File: src/rtl/c3lib_cdc_pkg.sv
// Shared types and default parameters for the c3lib toggle-handshake CDC blocks.
package c3lib_cdc_pkg;

    localparam int DEF_WIDTH          = 8;
    localparam int DEF_SYNC_STAGES    = 3;
    localparam int DEF_TIMEOUT_CYCLES = 1024;

    typedef enum logic {
        IDLE     = 1'b0,
        WAIT_ACK = 1'b1
    } tx_state_e;

endpackage

File: src/rtl/c3lib_cdc_ack_sync.sv
// Multi-flop synchronizer bringing the destination ack toggle into the source clock domain.
module c3lib_cdc_ack_sync
    import c3lib_cdc_pkg::*;
#(
    parameter int SYNC_STAGES = DEF_SYNC_STAGES
) (
    input  logic clk,
    input  logic rst,
    input  logic d,
    output logic q
);

    (* async_reg = "true" *) logic [SYNC_STAGES-1:0] sync_q;

    always_ff @(posedge clk or posedge rst) begin
        if (rst) sync_q <= '0;
        else     sync_q <= {sync_q[SYNC_STAGES-2:0], d};
    end

    assign q = sync_q[SYNC_STAGES-1];

endmodule

File: src/rtl/c3lib_cdc_toggle_tx.sv
// Source side of a toggle-request / toggle-ack CDC handshake carrying one WIDTH-bit word per transfer.
// Optional sticky ack-timeout flag is built when C3LIB_CDC_TX_TIMEOUT_EN is defined.
module c3lib_cdc_toggle_tx
    import c3lib_cdc_pkg::*;
#(
    parameter int WIDTH          = DEF_WIDTH,
    parameter int SYNC_STAGES    = DEF_SYNC_STAGES,
    parameter int TIMEOUT_CYCLES = DEF_TIMEOUT_CYCLES
) (
    input  logic             clk,
    input  logic             rst,
    input  logic             src_valid,
    input  logic [WIDTH-1:0] src_data,
    output logic             src_ready,
    input  logic             ack_toggle,
    output logic             req_toggle,
    output logic [WIDTH-1:0] xfer_data,
    output logic             timeout_err
);

    tx_state_e state, state_nxt;
    logic      ack_sync;
    logic      accept;

    (* dont_touch = "true" *)
    c3lib_cdc_ack_sync #(.SYNC_STAGES(SYNC_STAGES)) u_ack_sync (
        .clk (clk),
        .rst (rst),
        .d   (ack_toggle),
        .q   (ack_sync)
    );

    assign accept = src_valid & src_ready;

    always_ff @(posedge clk or posedge rst) begin
        if (rst) state <= IDLE;
        else     state <= state_nxt;
    end

    // Transfer completes once the synchronized ack has caught up with our request toggle.
    always_comb begin
        state_nxt = state;
        case (state)
            IDLE:     if (src_valid)              state_nxt = WAIT_ACK;
            WAIT_ACK: if (ack_sync == req_toggle) state_nxt = IDLE;
            default:                              state_nxt = IDLE;
        endcase
    end

    always_comb begin
        src_ready = (state == IDLE);
    end

    // Payload and request toggle only move on accept, so the far side sees them stable.
    always_ff @(posedge clk or posedge rst) begin
        if (rst) begin
            req_toggle <= 1'b0;
            xfer_data  <= '0;
        end else if (accept) begin
            req_toggle <= ~req_toggle;
            xfer_data  <= src_data;
        end
    end

`ifdef C3LIB_CDC_TX_TIMEOUT_EN
    localparam logic [15:0] TO_LAST = 16'(TIMEOUT_CYCLES - 1);

    logic [15:0] to_cnt;
    logic        to_err;

    // Flag only; the handshake keeps waiting for the ack regardless.
    always_ff @(posedge clk or posedge rst) begin
        if (rst) begin
            to_cnt <= '0;
            to_err <= 1'b0;
        end else begin
            if (accept)
                to_cnt <= '0;
            else if (state == WAIT_ACK && to_cnt != 16'hFFFF)
                to_cnt <= to_cnt + 16'd1;
            if (state == WAIT_ACK && to_cnt == TO_LAST)
                to_err <= 1'b1;
        end
    end

    assign timeout_err = to_err;
`else
    assign timeout_err = 1'b0;
`endif

endmodule
File: config.mk
export PLATFORM = sky130hd
export DESIGN_NAME = c3lib_cdc_toggle_tx
export DESIGN_NICKNAME = d
export VERILOG_FILES = /design/src/rtl/c3lib_cdc_pkg.sv /design/src/rtl/c3lib_cdc_ack_sync.sv /design/src/rtl/c3lib_cdc_toggle_tx.sv
export SDC_FILE = /design/constraint.sdc
export NUM_CORES = 1
export LEC_CHECK = 0
export CAP_MARGIN = 30
export CORE_AREA = 2 2 39 41
export CTS_CLUSTER_SIZE = 20
export DETAILED_ROUTE_END_ITERATION = 6
export DIE_AREA = 0 0 41 43
export MAX_ROUTING_LAYER = met4
export PLACE_DENSITY = 0.76
export SLEW_MARGIN = 20
export SYNTH_ARGS = -nofsm -noshare
export SYNTH_HDL_FRONTEND = slang
export SYNTH_HIERARCHICAL = 1
export SYNTH_SLANG_ARGS = --single-unit
File: constraint.sdc
create_clock -name clk -period 3.4 [get_ports clk]
set_input_delay 0.51 -clock clk [delete_from_list [all_inputs] [get_ports clk]]
set_output_delay 0.51 -clock clk [all_outputs]
set_load 0.01 [all_outputs]
# --- After elaboration in Yosys (flattened, before gate mapping) ---
# Index checks and enable logic that the tools add are counted.
classes:
  add_sub_neg: 0
  multipliers: 0
  div: 0
  order_cmp: 0
  eq_ne: 1
  shifts: 0
  muxes: 3
  bitwise: 3
  n_reduce_logical: 0
ops:
  columns: ["op", "n"]
  rows:
  - ["two-way mux 1 bit", 2]
  - ["NOT 1 bit", 2]
  - ["one-hot mux 1 bit (2 select lines)", 1]
  - ["AND 1 bit", 1]
  - ["equality test 1 bit", 1]
word_totals:
  reg_bits: 13
  latchBits: 0
  ram_bits: 0
  romBits: 0
  elab_cells: 11
  memories: 0

# --- Logic depth before layout (Yosys ltp) ---
# Gate-level depths: netlist (run 1).
depth:
  ltp_word: 3
  depth_mapped: 3
  mapped_depth_nobuf: 2

# --- Hierarchy ---
# Netlist (run 1), hierarchy kept.
modules_own_cells:
  columns: ["mod", "instances", "cells_each", "area_per_inst_um2", "seq_area_each_um2"]
  rows:
  - ["c3lib_cdc_toggle_tx", 1, 27, 435.4, 250.2]
  - ["c3lib_cdc_ack_sync", 1, 4, 78.8, 75.1]

# --- Least setup slack after synthesis (run 1) ---
# Ideal clock, no wire load.
synth_path:
  kind: "in2reg"
  from: "input src_valid"
  to: "register xfer_data[0]"
  setup_time_ns: 0.125
  t_arrival_ns: 1.085
  required_ns: 3.275
  slack_ns: 2.190
  cell_stages: 3
  n_path_buf: 1
  path_cell_list: "nor2b_2 > buf_6 > mux2_4"
synth_via:
  elab_chain_len: 1
synth_lines:
  columns: ["element", "line", "rtl"]
  rows:
  - ["start, declared", "c3lib_cdc_toggle_tx.sv:12", "input logic src_valid,"]
  - ["AND 1 bit", "c3lib_cdc_toggle_tx.sv:33", "assign accept = src_valid & src_ready;"]
  - ["end signal, assigned", "c3lib_cdc_toggle_tx.sv:61", "xfer_data <= src_data;"]
  - ["end, declared", "c3lib_cdc_toggle_tx.sv:17", "output logic [WIDTH-1:0] xfer_data,"]
# No other way between the ends.
# A chain may end at the register's enable or synchronous reset.

# --- Worst setup path in the final report (run 1) ---
layout_path:
  from: "register state"
  to: "output src_ready"
layout_via:
  elab_chain_len: 1
layout_lines:
  columns: ["element", "line", "rtl"]
  rows:
  - ["start, declared", "c3lib_cdc_toggle_tx.sv:21", "tx_state_e state, state_nxt;"]
  - ["start signal, assigned", "c3lib_cdc_toggle_tx.sv:37", "else state <= state_nxt;"]
  - ["NOT 1 bit", null, null]
  - ["end, declared", "c3lib_cdc_toggle_tx.sv:14", "output logic src_ready,"]
# No other way between the ends.

==> impl_metrics.env, run 1 <==
export IMPL_status="completed"
export IMPL_syn_area_sq_um=514
export IMPL_grt_total_usage_pct=11.5
export IMPL_syn_nets=43
export IMPL_drv_slew=0
export IMPL_relSlewSlack_pct=54.6
export IMPL_fin_crit_ns=1.75
export IMPL_drv_cap=0
export IMPL_tns_ns=0
export IMPL_ys_seq_area_share_pct=63.3
export IMPL_syn_area_per_cell_sq_um=16.6
export IMPL_synthMuxAreaShare_pct=23.4
export IMPL_end_kind="primary output"
export IMPL_antenna_found_initial=0
export IMPL_hold_violations=0
export IMPL_hold_buffers=0
export IMPL_core_area_sq_mm=0.00138
export IMPL_synth_cells=31
export IMPL_yosysWarningCount=6
export IMPL_power_density_mw_per_mm2=849
export IMPL_r2r_cells=2
export IMPL_gr_total_overflow=0
export IMPL_critPathLaunchType="flop"
export IMPL_arrival_ns=1.24
export IMPL_num_fill_cells=134
export IMPL_dieArea_sq_mm=0.00176
export IMPL_grt_pass1_vias=294
export IMPL_drive_gt1_share_pct=24.1
export IMPL_r2r_end="xfer_data[0]"
export IMPL_rrSetupSlack_ns=1.97
export IMPL_synth_cell_type_count=9
export IMPL_stdcell_area_sq_um=752
export IMPL_cts_tree="done"
export IMPL_cts_sinks=13
export IMPL_crit_fanout=3
export IMPL_criticalPathCategory="flop to primary output"
export IMPL_first_pass_iters=1
export IMPL_clock_skew_ns=0.00130
export IMPL_place_area_sq_um=726
export IMPL_finalSetupViolations=0
export IMPL_place_gp_congestion=0.620
export IMPL_worstPathRequired_ns=2.89
export IMPL_drt_vias_per_instance=4.29
export IMPL_io_pins=23
export IMPL_antenna_cells=0
export IMPL_ant_nets=0
export IMPL_multiInputGateArea_sq_um=159
export IMPL_pre_cts_slack_ns=1.38
export IMPL_cts_max_level=1
export IMPL_postRouteWirelength_um=845
export IMPL_min_period_over_period_pct=51.6
export IMPL_numCtsBuffers=3
export IMPL_row_count=14
export IMPL_yosys_area_share_xor_xnor_pct=3.41
export IMPL_drc=0
export IMPL_register_area_sq_um=325
export IMPL_drt_iter0_drc=0
export IMPL_area_delta_synth_final_pct=46.2
export IMPL_hold_depth=0
export IMPL_dieWidth_um=41
export IMPL_cts_resized=0
export IMPL_ys_ff_latch=13
export IMPL_postCtsSetupBuffers=0
export IMPL_rsz0062_at_grt="no"
export IMPL_grt_pass1_wl_um=1240
export IMPL_synth_top_family_by_area="multiplexers"
export IMPL_slowest_stage="clkdlybuf4s50_1"
export IMPL_start_util_pct=37.2
export IMPL_hold_start="u_ack_sync/sync_q[1]"
export IMPL_peakVddDrop_mv=0.327
export IMPL_r2r_start="state"
export IMPL_hold_class="flop to flop"
export IMPL_p_leak_nw=0.347
export IMPL_nets=67
export IMPL_wire_per_inst_um=12.1
export IMPL_clock_latency_ns=0.26
export IMPL_worstMarginPinSlew_ns=0.678
export IMPL_port_buffers=21
export IMPL_cts_clk_slew_worst_paths_ns=0.07
export IMPL_holdWs_ns=0.352
export IMPL_synth_adder_area_share_pct=0
export IMPL_max_freq_mhz=570
export IMPL_grt_start_max_net_pins=11
export IMPL_die_y_um=43
export IMPL_clock_path_buffers=2
export IMPL_path_cells="inv_1, clkdlybuf4s50_1"
export IMPL_max_stage_delay_ns=0.52
export IMPL_cts_root_buf="clkbuf_4"
export IMPL_hold_end="u_ack_sync/sync_q[2]"
export IMPL_via_count=300
export IMPL_place_hpwl_um=660
export IMPL_synth_compound_area_share_pct=1.70
export IMPL_setup_ws_ns=1.65
export IMPL_synth_simple_area_share_pct=1.70
-- area by class of cell --
type,instances,share of cell area [%]
flip-flops and latches,13,43.3
repair buffers,21,28.0
multi-input cells,13,21.1
clock buffers,4,3.49
well taps,16,2.66
inverters,3,1.50
-- cells in the mapped netlist (all sizes together) --
| cell | instances | share of area [%] |
|---|---|---|
| a21o | 1 | 1.7 |
| buf | 2 | 3.7 |
| conb | 1 | 0.73 |
| dfrtp | 13 | 63 |
| inv | 3 | 2.2 |
| mux2 | 8 | 23 |
| nor2b | 1 | 1.7 |
| xor2 | 2 | 3.4 |
-- cells by family (layout without fill, tap and decap cells) --
| logic type | count (synthesis) | after routing |
|---|---|---|
| and+or+nand+nor | 1 | 1 |
| other | 1 | 1 |
| DFF | 13 | 13 |
| buffers and inverters | 5 | 28 |
| xor gates and xnor gates | 2 | 2 |
| muxes | 8 | 8 |
| AOI/OAI and AO/OA | 1 | 1 |
-- power breakdown --
| group | switching [W] | internal (W) |
|---|---|---|
| clock | 0.0000430 | 0.0000453 |
| combinational | 0.0000958 | 0.000197 |
| sequential | 0.0000392 | 0.000218 |
| total | 0.000178 | 0.000460 |
-- sequential cells by signal, summed over array words and instances (netlist names) --
signal,cells
req_toggle,1
state,1
xfer_data,8
u_ack_sync/sync_q,3
-- through the flow --
| step | power (W) | std cells | utilization, % |
|---|---|---|---|
| floorplan | 0.000409 | 31 | - |
| detailed placement | 0.000556 | 66 | 52.4 |
| CTS | 0.000649 | 70 | 54.3 |
| global route | 0.000682 | 70 | 54.3 |
| finish | 0.000638 | 70 | 54.3 |
| global placement | 0.000547 | 66 | 52.4 |
-- worst max-delay path: cells and delay by family, from the launching register on --
kind | cells | cell delay, ns
buffers and inverters | 2 | 0.58
DFF | 1 | 0.40
-- layer usage --
| layer | wire (um) | GRT usage, % |
|---|---|---|
| met4 | 0 | 6.00 |
| met2 | 382 | 16.6 |
| met5 | 0 | - |
| met1 | 388 | 13.1 |
| met3 | 73 | 4.71 |
-- cells in the final DEF, fill, tap and decap left out --
cell and n:
clkdlybuf4s50_1 21, dfrtp_1 13, mux2_4 8, inv_1 3
clkbuf_4 3, xor2_1 2, nor2b_2 1, a21o_2 1
conb_1 1, clkbuf_1 1
-- worst max path at each step --
stage,start,end,slack [ns],cells past startpoint
after floorplan,src_valid,xfer_data[0],2.19,3
after global placement,src_valid,xfer_data[3],1.40,3
after detailed placement,src_valid,xfer_data[7],1.38,3
after CTS,state,src_ready,1.62,2
after global routing,state,src_ready,1.59,2
final,state,src_ready,1.65,2
Note: power is estimated with default switching activity, not from simulation.
==> inputs of run 2 (changes only) <==
--- a/config.mk
+++ b/config.mk
@@ -6,12 +6,12 @@
 export NUM_CORES = 1
 export LEC_CHECK = 0
 export CAP_MARGIN = 30
-export CORE_AREA = 2 2 39 41
+export CORE_MARGIN = 2
+export CORE_UTILIZATION = 35
 export CTS_CLUSTER_SIZE = 20
 export DETAILED_ROUTE_END_ITERATION = 6
-export DIE_AREA = 0 0 41 43
 export MAX_ROUTING_LAYER = met4
-export PLACE_DENSITY = 0.76
+export PLACE_DENSITY = 0.73
 export SLEW_MARGIN = 20
 export SYNTH_ARGS = -nofsm -noshare
 export SYNTH_HDL_FRONTEND = slang
==> constraint.sdc (replaced) <==
create_clock -name clk -period 1.47 [get_ports clk]
set_input_delay 0.2205 -clock clk [delete_from_list [all_inputs] [get_ports clk]]
set_output_delay 0.2205 -clock clk [all_outputs]
set_load 0.01 [all_outputs]
==> run 2 against run 1 <==
  * Total power grew 130%
  * Worst setup slack lost 1.6 ns
  * Critical path depth shrank 1
  * Non-clock buffer count grew 1
  * Clock-buffer cell count shrank 1
  * Combinational power grew 140%
  * Global-route usage shrank 0.10 points
  * Cell count is the same
  * Highest routed layer is now met4
  * Sequential power grew 130%
  * Largest power group unchanged
==> impl_metrics.env, run 2 (synthesis results as in run 1) <==
export IMPL_io_pins=23
export IMPL_power_density_mw_per_mm2=1930
export IMPL_top_register="xfer_data"
export IMPL_drc=0
export IMPL_arrival_ns=1.17
export IMPL_mostFrequentLayoutCells="clkdlybuf4s50_1, dfrtp_1, mux2_4, inv_1, clkbuf_4"
export IMPL_cts_tree="done"
export IMPL_nets=68
export IMPL_cts_max_level=1
export IMPL_tns_ns=0
export IMPL_clock_latency_ns=0.27
export IMPL_start_util_pct=38.6
export IMPL_crit_fanout=2
export IMPL_area_delta_synth_final_pct=50.4
export IMPL_end_kind="primary output"
export IMPL_r2r_start="state"
export IMPL_clock_skew_ns=0.00499
export IMPL_placedCellCount=66
export IMPL_port_buffers=21
export IMPL_p_leak_nw=0.368
export IMPL_worstSetupStartpoint="xfer_data[4]"
export IMPL_cts_root_buf="clkbuf_4"
export IMPL_min_period_over_period_pct=94.8
export IMPL_drt_vias_per_instance=4.47
export IMPL_status="completed"
export IMPL_drv_slew=0
export IMPL_peakVddDrop_mv=0.853
export IMPL_place_area_sq_um=744
export IMPL_holdWs_ns=0.135
export IMPL_max_freq_mhz=718
export IMPL_postRouteWirelength_um=841
export IMPL_antenna_found_initial=0
export IMPL_fin_crit_ns=1.39
export IMPL_dieArea_sq_mm=0.00179
export IMPL_criticalPathCategory="flop to primary output"
export IMPL_path_buf_inv=1
export IMPL_grt_start_max_net_pins=11
export IMPL_cts_clk_slew_worst_paths_ns=0.08
export IMPL_stdcell_area_sq_um=773
export IMPL_max_stage_delay_ns=0.54
export IMPL_rsz0062_at_grt="no"
export IMPL_dieWidth_um=42.3
export IMPL_critPathLaunchType="flop"
export IMPL_via_count=313
export IMPL_core_area_sq_mm=0.00133
export IMPL_hold_class="input port to asynchronous set/reset pin"
export IMPL_largest_registers="xfer_data (8), u_ack_sync/sync_q (3)"
export IMPL_worstPathRequired_ns=1.25
export IMPL_finalSetupViolations=0
export IMPL_largest_reg_flops=8
export IMPL_drt_iter0_drc=4
export IMPL_postCtsSetupBuffers=0
export IMPL_hold_violations=0
export IMPL_path_cells="clkdlybuf4s50_1"
export IMPL_path_delay_family="buffers and inverters"
export IMPL_drv_cap=0
export IMPL_p_total_w=0.00149
export IMPL_layout_commonest_cell="clkdlybuf4s50_1"
export IMPL_grt_pass1_wl_um=1480
export IMPL_final_cell_count_no_fill=70
export IMPL_antenna_cells=0
export IMPL_grt_total_usage_pct=11.4
export IMPL_row_count=13
export IMPL_place_gp_congestion=0.690
export IMPL_ant_nets=0
export IMPL_clock_path_buffers=2
export IMPL_slowest_stage="clkdlybuf4s50_1"
export IMPL_cts_sinks=13
export IMPL_first_pass_iters=2
export IMPL_numCtsBuffers=3
export IMPL_grt_pass1_vias=337
export IMPL_hold_buffers=0
export IMPL_wire_per_inst_um=12.0
export IMPL_gr_total_overflow=0
export IMPL_die_y_um=42.3
export IMPL_place_hpwl_um=647
export IMPL_drive_gt1_share_pct=27.3
==> run 2: layout make-up <==
type | instances | area (sq um)
Tap cell | 15 | 18.8
Clock buffer | 3 | 22.5
Timing Repair Buffer | 22 | 231
Fill cell | 117 | 561
Sequential cell | 13 | 325
Multi-Input combinational cell | 13 | 159
Inverter | 3 | 11.3
Clock inverter | 1 | 5.00
==> run 2: timing repair <==
action / 4_1_cts / 5_1_grt
setup endpoints to repair: 1 / 1
gates cloned: 0 / 0
resized for setup: 1 / 1
==> run 2: metrics by stage <==
step	worst slack [ns]	utilization, %
floorplan	0.398	-
CTS	0.000960	57.8
detailed placement	0.0452	55.8
global route	0.0181	58.0
finish	0.0770	58.0
global placement	0.0476	55.8
==> run 2: final timing paths <==
kind	end	slack, ns	depth (start not counted)
max	xfer_data[4]	0.08	1
min	u_ack_sync/sync_q[1]	0.14	2
max reg2reg	xfer_data[1]	0.34	3
min reg2reg	u_ack_sync/sync_q[2]	0.36	0
max in group asynchronous	xfer_data[0]	0.96	2
min in group clk	u_ack_sync/sync_q[2]	0.36	0
==> run 2: routing by layer <==
layer | track usage, % | vias to the layer above | part of all wire, % | routed length [um]
met4 | 1.88 | 0 | 1.2 | 10
met2 | 16.9 | 10 | 50 | 419
li1 | - | 143 | - | -
met3 | 6.47 | 2 | 6.4 | 54
met1 | 13.7 | 158 | 42 | 356
met5 | - | - | 0 | 0
==> run 2: where the power goes <==
part	internal (W)	switching, W
logic	0.000470	0.000219
registers	0.000503	0.0000872
clock network	0.000101	0.000114
total	0.00107	0.000419
